===== src/rtl/sensor_request_scheduler.sv =====
// sensor_request_scheduler: routes UART requests to one of NUM_SENSORS channels,
// returns the channel response over a valid/ready handshake and periodically
// re-triggers channels that are in continuous-sensing mode (round-robin).
// Optional build macro: SCHED_TIMEOUT_EN adds a WAIT-state watchdog (TIMEOUT_CYCLES).
module sensor_request_scheduler #(
   parameter int unsigned NUM_SENSORS    = 4,
   parameter int unsigned LOOP_PERIOD    = 100000000,
   parameter int unsigned TIMEOUT_CYCLES = 50000000
) (
   input  logic                     clock,
   input  logic                     reset,
   input  logic                     req_valid,
   input  logic [7:0]               req_command,
   input  logic [7:0]               req_address,
   output logic                     req_ready,
   output logic [NUM_SENSORS-1:0]   sensor_enable,
   output logic [7:0]               sensor_command,
   input  logic [NUM_SENSORS-1:0]   sensor_done,
   input  logic [8*NUM_SENSORS-1:0] sensor_resp_cmd,
   input  logic [8*NUM_SENSORS-1:0] sensor_resp_val,
   output logic                     tx_valid,
   input  logic                     tx_ready,
   output logic [7:0]               tx_address,
   output logic [7:0]               tx_command,
   output logic [7:0]               tx_value,
   output logic [NUM_SENSORS-1:0]   loop_active
);

   localparam int unsigned CH_W = (NUM_SENSORS > 1) ? $clog2(NUM_SENSORS) : 1;
   localparam int unsigned LC_W = (LOOP_PERIOD > 1) ? $clog2(LOOP_PERIOD) : 1;
   localparam logic [7:0] BAD_CODE   = 8'hEF;
   localparam logic [7:0] FAULT_CODE = 8'h1F;
   localparam logic [NUM_SENSORS-1:0] ONE = NUM_SENSORS'(1);

   typedef enum logic [1:0] {IDLE, DISPATCH, WAIT, SEND} state_t;

   state_t                        state, state_nxt;
   logic [CH_W-1:0]               ch, ch_nxt;
   logic [7:0]                    cur_cmd, cmd_nxt;
   logic [CH_W-1:0]               last_ch, last_nxt;
   logic [NUM_SENSORS-1:0][7:0]   loop_cmd, lcmd_nxt;
   logic [NUM_SENSORS-1:0]        loop_nxt, enable_nxt;
   logic [7:0]                    scmd_nxt, txa_nxt, txc_nxt, txval_nxt;
   logic                          txv_nxt, ready_nxt, pend_clr;
   logic [LC_W-1:0]               loop_cnt;
   logic                          loop_pending, loop_wrap;
   logic                          rr_found;
   logic [CH_W-1:0]               rr_ch, cand;
   logic                          addr_bad;
   logic [CH_W-1:0]               req_ch;

   assign addr_bad  = (req_address == 8'd0) || (req_address > 8'(NUM_SENSORS));
   assign req_ch    = CH_W'(req_address - 8'd1);
   assign loop_wrap = (loop_cnt == LC_W'(LOOP_PERIOD - 1));

`ifdef SCHED_TIMEOUT_EN
   localparam int unsigned TO_W = (TIMEOUT_CYCLES > 1) ? $clog2(TIMEOUT_CYCLES) : 1;
   logic [TO_W-1:0] wait_cnt;
   logic            timeout;

   assign timeout = (wait_cnt == TO_W'(TIMEOUT_CYCLES - 1));

   // Watchdog: counts cycles spent waiting for the enabled channel
   always_ff @(posedge clock or posedge reset) begin
      if (reset)              wait_cnt <= '0;
      else if (state == WAIT) wait_cnt <= wait_cnt + TO_W'(1);
      else                    wait_cnt <= '0;
   end
`endif

   // Round-robin pick of the next looping channel after the last one served
   always_comb begin
      rr_found = 1'b0;
      rr_ch    = last_ch;
      cand     = last_ch;
      for (int unsigned i = 1; i <= NUM_SENSORS; i++) begin
         cand = CH_W'((32'(last_ch) + i) % NUM_SENSORS);
         if (!rr_found && loop_active[cand]) begin
            rr_found = 1'b1;
            rr_ch    = cand;
         end
      end
   end

   // Next-state and next-output decode
   always_comb begin
      state_nxt  = state;
      ch_nxt     = ch;
      cmd_nxt    = cur_cmd;
      last_nxt   = last_ch;
      lcmd_nxt   = loop_cmd;
      loop_nxt   = loop_active;
      enable_nxt = sensor_enable;
      scmd_nxt   = sensor_command;
      txv_nxt    = tx_valid;
      txa_nxt    = tx_address;
      txc_nxt    = tx_command;
      txval_nxt  = tx_value;
      pend_clr   = 1'b0;
      case (state)
         IDLE: begin
            if (req_valid) begin
               cmd_nxt = req_command;
               txa_nxt = req_address;
               if (addr_bad) begin
                  txv_nxt   = 1'b1;
                  txc_nxt   = BAD_CODE;
                  txval_nxt = BAD_CODE;
                  state_nxt = SEND;
               end else begin
                  ch_nxt     = req_ch;
                  enable_nxt = ONE << req_ch;
                  scmd_nxt   = req_command;
                  state_nxt  = DISPATCH;
               end
            end else if (loop_pending && rr_found) begin
               ch_nxt     = rr_ch;
               last_nxt   = rr_ch;
               cmd_nxt    = loop_cmd[rr_ch];
               txa_nxt    = 8'(rr_ch) + 8'd1;
               enable_nxt = ONE << rr_ch;
               scmd_nxt   = loop_cmd[rr_ch];
               pend_clr   = 1'b1;
               state_nxt  = DISPATCH;
            end
         end
         DISPATCH: state_nxt = WAIT;
         WAIT: begin
            if (sensor_done[ch]) begin
               enable_nxt = '0;
               txv_nxt    = 1'b1;
               txc_nxt    = sensor_resp_cmd[{ch, 3'b000} +: 8];
               txval_nxt  = sensor_resp_val[{ch, 3'b000} +: 8];
               state_nxt  = SEND;
               case (cur_cmd)
                  8'h03, 8'h04: begin
                     loop_nxt[ch] = 1'b1;
                     lcmd_nxt[ch] = cur_cmd;
                  end
                  8'h05, 8'h06: loop_nxt[ch] = 1'b0;
                  default: ;
               endcase
            end
`ifdef SCHED_TIMEOUT_EN
            else if (timeout) begin
               enable_nxt   = '0;
               txv_nxt      = 1'b1;
               txc_nxt      = FAULT_CODE;
               txval_nxt    = FAULT_CODE;
               loop_nxt[ch] = 1'b0;
               state_nxt    = SEND;
            end
`endif
         end
         SEND: begin
            if (tx_ready) begin
               txv_nxt   = 1'b0;
               state_nxt = IDLE;
            end
         end
         default: state_nxt = IDLE;
      endcase
      ready_nxt = (state_nxt == IDLE);
   end

   // FSM state register
   always_ff @(posedge clock or posedge reset) begin
      if (reset) state <= IDLE;
      else       state <= state_nxt;
   end

   // Registered outputs and transaction context
   always_ff @(posedge clock or posedge reset) begin
      if (reset) begin
         ch             <= '0;
         cur_cmd        <= '0;
         last_ch        <= CH_W'(NUM_SENSORS - 1);
         loop_cmd       <= '0;
         loop_active    <= '0;
         sensor_enable  <= '0;
         sensor_command <= '0;
         tx_valid       <= 1'b0;
         tx_address     <= '0;
         tx_command     <= '0;
         tx_value       <= '0;
         req_ready      <= 1'b0;
      end else begin
         ch             <= ch_nxt;
         cur_cmd        <= cmd_nxt;
         last_ch        <= last_nxt;
         loop_cmd       <= lcmd_nxt;
         loop_active    <= loop_nxt;
         sensor_enable  <= enable_nxt;
         sensor_command <= scmd_nxt;
         tx_valid       <= txv_nxt;
         tx_address     <= txa_nxt;
         tx_command     <= txc_nxt;
         tx_value       <= txval_nxt;
         req_ready      <= ready_nxt;
      end
   end

   // Continuous-sensing tick: free-runs while any channel loops; ticks merge while busy
   always_ff @(posedge clock or posedge reset) begin
      if (reset) begin
         loop_cnt     <= '0;
         loop_pending <= 1'b0;
      end else if (loop_active == '0) begin
         loop_cnt     <= '0;
         loop_pending <= 1'b0;
      end else if (loop_wrap) begin
         loop_cnt     <= '0;
         loop_pending <= 1'b1;
      end else begin
         loop_cnt <= loop_cnt + LC_W'(1);
         if (pend_clr) loop_pending <= 1'b0;
      end
   end

endmodule

===== config.mk =====
export PLATFORM = sky130hd
export DESIGN_NAME = sensor_request_scheduler
export DESIGN_NICKNAME = d
export VERILOG_FILES = /design/src/rtl/sensor_request_scheduler.sv
export SDC_FILE = /design/constraint.sdc
export NUM_CORES = 1
export LEC_CHECK = 0
export BUFFER_PORTS_ARGS = -buffer_cell sky130_fd_sc_hd__buf_4
export CORE_ASPECT_RATIO = 1.2
export CORE_MARGIN = 10
export CORE_UTILIZATION = 45
export CTS_CLUSTER_DIAMETER = 30
export DETAILED_ROUTE_END_ITERATION = 6
export PLACE_DENSITY = 0.65
export SETUP_SLACK_MARGIN = 0.15
export SLEW_MARGIN = 10
export SYNTH_ARGS = -nofsm -noshare
export SYNTH_HDL_FRONTEND = slang
export SYNTH_SLANG_ARGS = --single-unit

===== constraint.sdc =====
create_clock -name clock -period 5.9 [get_ports clock]
set_input_delay 1.475 -clock clock [delete_from_list [all_inputs] [get_ports clock]]
set_output_delay 1.475 -clock clock [all_outputs]
set_load 0.02 [all_outputs]

# Word level (Yosys, flattened, before mapping)

Index checks and enable logic that the tools add are counted.

Bits in registers: 116
Bits of input ports: 88
Output and inout port bits: 42
Word-level logic and storage cells: 149

$add $sub $neg: 7
Order comparisons: 8
Equal/unequal tests: 15
Shift operators: 4
Multiplexer cells: 65
Bitwise logic cells: 4
Reductions and logical operators: 28

Operators by type and width:

| cell                                                                   | count |
|---|---|
| 8-bit two-way mux                                                      | 12 |
| 32-bit by 6-bit indexed part select with 8-bit output                  | 2 |
| 27-bit two-way mux                                                     | 2 |
| 32-bit bitwise mux                                                     | 1 |
| 8-bit case mux with 2 select lines                                     | 2 |
| 27-bit by 1-bit adder with 27-bit output (second input constant)       | 1 |
| 27-bit equality test (second input constant)                           | 1 |
| 8-bit by 3-bit equality test with 1-bit output (second input constant) | 3 |
| 2-bit two-way mux                                                      | 12 |
| 1-bit two-way mux                                                      | 20 |
| 2-bit by 3-bit < comparator with 1-bit output (second input constant)  | 6 |
| 8-bit binary-select mux with 2-bit select                              | 1 |
| 8-bit demux with 2-bit select                                          | 1 |
| 4-bit two-way mux                                                      | 4 |
| 4-bit case mux with 2 select lines                                     | 2 |
| 3-bit AND reduction                                                    | 4 |
| 1-bit binary-select mux with 2-bit select                              | 5 |
| 2-bit inequality test (second input constant)                          | 5 |
| 8-bit by 2-bit equality test with 1-bit output (second input constant) | 1 |
| 8-bit by 3-bit > comparator with 1-bit output (second input constant)  | 1 |
| 8-bit logical NOT                                                      | 1 |
| 2-bit case mux with 4 select lines                                     | 1 |
| 4-bit AND reduction                                                    | 2 |
| 1-bit by 2-bit << shifter with 4-bit output (first input constant)     | 2 |
| 24 further kinds                                                       | 39 |

# Depth between registers and ports, before layout

Depth after elaboration: 20
Mapped depth: 9
Depth with buffers taken out: 7

# Worst setup path before layout

Ideal clock, no wire load.

Path kind: in2reg
Start point: input req_address[6]
End point: register tx_command[7]
Library setup time: 0.135 ns
Arrival: 2.884 ns
Data required time: 5.765 ns
Path slack: 2.881 ns
Cell stages on the path: 5
Path buffers: 1
Path through: or4_1 o311ai_0 a21o_1 clkbuf_1 o21ai_0

Word-level cells in the longest chain between the ends: 4
Elaborated cells between the ends (all ways): 5
Classes of those cells: order compare (1); eq/ne (1); reduce/logical (3)

Ends and longest elaborated chain:

| item                                                                               | line | RTL |
|---|---|---|
| start, declared                                                                    | 14   | `input logic [7:0] req_address,` |
| 8-bit by 3-bit > comparator with 1-bit output or 8-bit logical NOT (tied branches) | 52   | `assign addr_bad = (req_address == 8'd0) \|\| (req_address > 8'(NUM_SENSORS));` |
| 1-bit logical OR (*)                                                               | 52   |  |
| 2-bit inequality test (no line) (*)                                                | --   |  |
| 4-bit AND reduction (no line) (*)                                                  | --   |  |
| end signal, assigned                                                               | 197  | `tx_command <= txc_nxt;` |
| end, declared                                                                      | 24   | `output logic [7:0] tx_command,` |

Mark *: on every way between the ends. The rest lies on a longest branch, timed or not.
A chain may end at the register's enable or synchronous reset.

# Worst setup path after layout

Start point: input req_address[6]
End point: register tx_command[2]

The elaborated chain is that of the path after synthesis.

==> results by group <==
Timing
  – FMAX: 311 MHz
  – Rel. slew slack: 27.7%
  – Final period demand of the worst path: 3.22 ns
  – Min Hold Slack: 0.481 ns
  – Unrepaired setup endpoints after global routing: false
  – Worst-margin pin slew: 1.08 ns
  – Post-Route Setup TNS: 0 ns
  – Final Hold Fails: 0
  – Slew Viols, Final: 0
  – Clk_skew: 0.00906 ns
  – Endpoints failing setup: 0
  – Post-route clock period utilization: 54.5%

Global route
  – Pin count of the biggest net entering global routing: 73
  – Vias in the first global route: 4901
  – Total GRT Usage: 18.3%
  – Initial antenna violation count: 0
  – First-pass GRT wire length: 25600 µm
  – GR Overflow Total: 0

Logic synthesis
  – Post-synth EDFFs: 0
  – Syn avg cell area: 10.2 µm²
  – Synth cell types: 50
  – Post-synthesis sequential area ratio: 50.4%
  – Post-Syn Nets: 658
  – Synth async-reset ratio: 100%
  – YS warnings: 0
  – Mapped Cells: 567
  – Post-Syn Area: 5760 µm²
  – Register bit total from synthesis: 116
  – Synth Flop Type: dfrtp_1

Status
  – Status: finished, final reports clean

Finish
  – Layout area overhead: 29.0%
  – Share of layout cells above drive strength 1: 28.6%
  – Diodes inserted: 0
  – Post-layout nets: 780
  – Layout fillers: 1130
  – Final Non-Filler Cells: 866
  – Post-route cell area: 7430 µm²

Route
  – Initial DRC count: 278
  – Vias per cell: 5.57
  – Wire per inst: 18.7 µm
  – Via count: 4821
  – Initial DRT Pass Iterations: 5
  – Final ANT Viol Nets: 0
  – Remaining DRCs: 0
  – Final WL: 16200 µm

Hold path
  – Hold path start: cur_cmd[4]
  – Worst hold path endpoint: cur_cmd[4]
  – Worst Hold Depth: 2
  – Hold/Removal Path Class: flip-flop to flip-flop

Power and ir drop
  – Switch share: 33.5%
  – Share of total power in sequential cells: 36.8%
  – Leakage power figure: 3.44 nW
  – VDD IR max: 0.000215 V
  – Cell Pwr Density: 395 nW/µm²
  – Final Power: 2.94 mW
  – Combinational group share of total power: 28.0%
  – Clock network power share: 35.1%
  – NetSw: 0.984 mW
  – Int Power: 1.96 mW

Clock tree
  – Worst skew pair latency: 0.42 ns
  – Root buf cell: clkbuf_16
  – CTS tree: yes
  – Post-CTS Setup Bufs: 0
  – H-Tree Level Count: 4
  – Hold buffers post-CTS: 0
  – CTS Buf Count: 17
  – CTS Buffer Depth: 2
  – CTS resizes: 0
  – Worst-path clk slew: 0.05 ns
  – Num Clock Sinks: 116

Floorplan
  – Initial Util: 45.7%
  – Top-Level Pins: 130
  – Rows: 45
  – Overall die area: 17800 µm²
  – Die X: 123 µm
  – Core ar.: 12600 µm²
  – Die height: 144 µm

Place
  – Placer Congestion: 0.936
  – Inst Count DP: 834
  – Hpwl dp: 12000 µm
  – Area post-placement: 6840 µm²
  – Buffers on Ports: 129

Worst setup path
  – CP max stage delay: 0.71 ns
  – Critical path's slowest cell: a21o_1
  – Worst setup EP type: flip-flop
  – FF-to-FF End: loop_cnt[19]
  – Reg2Reg Depth: 6
  – CP required: 6.15 ns
  – Crit Path Class: input pin to flip-flop
  – Origin of the critical flop-to-flop path: loop_cnt[0]
  – CP cell instances: buf_4 -> or4_1 -> o311ai_0 -> a21o_1 -> o21ai_0
  – Max FO, Critical Path: 33
  – Worst Path Arrival: 3.47 ns
  – Startpoint class of the critical path: input pin
  – Reg2Reg Setup Slack: 3.09 ns

Run
  – Number of max-cap violations: 0
sequential cells by signal, indices dropped and copies added (netlist names), named ones only:
register        cells
tx_command          8
loop_pending        1
cur_cmd             8
ch                  2
sensor_command      8
tx_address          8
req_ready           1
loop_cmd           32
last_ch             2
loop_cnt           27
sensor_enable       4
state               2
tx_valid            1
tx_value            8
logic make-up after synthesis:
kind of cell    Yosys count  synth area share (%)
buf+inv                  54                  3.93
simple gates            222                  18.3
mux                      35                  10.0
fa+ha+maj                 3                 0.651
compound gates          111                  12.8
xor+xnor                 26                  3.95
flops                   116                  50.4
metal layers:
layer,GRT usage (%),up-vias,part of all wire (%),wire length (µm)
met4,6.57,0,2.2,355
met3,6.20,27,8.1,1320
met5,0,-,0,0
li1,-,2276,-,-
met1,21.4,2341,40,6560
met2,30.5,177,49,7980
synth_stat cells (3+ instances only):
| master | count | area, µm² |
|---|---|---|
| dfrtp_1 | 114 | 2850 |
| o31ai_1 | 17 | 128 |
| nor2_1 | 55 | 206 |
| a21oi_1 | 14 | 70.1 |
| nor4_1 | 5 | 31.3 |
| clkbuf_1 | 21 | 78.8 |
| a211oi_1 | 8 | 60.1 |
| and4_1 | 6 | 52.6 |
| a22o_1 | 5 | 43.8 |
| mux2i_1 | 6 | 60.1 |
| buf_1 | 5 | 18.8 |
| o32ai_1 | 8 | 70.1 |
| nand3_1 | 9 | 45.0 |
| mux2_2 | 12 | 135 |
| nand4_1 | 7 | 43.8 |
| buf_6 | 3 | 33.8 |
| o21ai_0 | 31 | 155 |
| nor3_1 | 27 | 135 |
| nand2b_1 | 4 | 25.0 |
| and3_1 | 3 | 18.8 |
| mux4_2 | 17 | 383 |
| nor2b_1 | 5 | 31.3 |
| nand2_1 | 76 | 285 |
| xnor2_1 | 16 | 140 |
| inv_1 | 23 | 86.3 |
| a21o_1 | 3 | 22.5 |
| ha_1 | 3 | 37.5 |
| a32o_1 | 4 | 40.0 |
| xor2_1 | 10 | 87.6 |
| or3_1 | 3 | 18.8 |
| a31oi_1 | 9 | 56.3 |
| and2_1 | 15 | 93.8 |
how the worst max path moves through the flow:
stage / startpoint / to / cells past startpoint
after floorplan: reset / asynchronous set/reset pin / 1
after global placement: req_address[6] / tx_command[5] / 5
after detailed placement: req_address[6] / tx_value[0] / 5
after CTS: req_address[6] / tx_value[7] / 5
after global routing: req_address[6] / tx_value[0] / 5
final: req_address[6] / tx_command[2] / 5
metrics by stage:
step,setup slack (ns),utilization (%)
3_5_place_dp,2.25,54.2
4_1_cts,2.67,58.9
5_1_grt,2.46,58.9
2_1_floorplan,1.36,-
6_report,2.68,58.9
3_3_place_gp,2.36,54.2
power groups by stage:
stage	clock [mW]	combinational (mW)	sequential, mW
3_3_place_gp	0	0.811	1.09
4_1_cts	1.05	0.838	1.08
6_report	1.03	0.824	1.08
3_5_place_dp	0	0.833	1.09
2_1_floorplan	0	0.432	1.16
5_1_grt	1.08	0.914	1.10
cell usage in the layout (no fill, tap or decap), drive strengths merged, types with 16 or more instances in the layout:
cell type  instances
buf              133
clkbuf            21
dfrtp            114
inv               23
mux4              17
nand2             76
nor2              55
nor3              27
o21ai             33
o31ai             17
xnor2             16
worst max-delay path, delay by kind of cell:
kind                   cells  cell delay [ns]
AND/OR/NAND/NOR            1             0.57
buffers and inverters      1             0.11
AO/OA/AOI/OAI              3             1.29
area by class of cell:
class	count	area [µm²]	area share [%]
clock buffer	21	460	6.19
inverter	24	92.6	1.25
sequential	116	2910	39.1
clock inverter	11	133	1.78
timing repair buffer	133	998	13.4
tap	164	205	2.76
multi-input combinational	397	2640	35.5
Power figures use the tool's default switching activity.
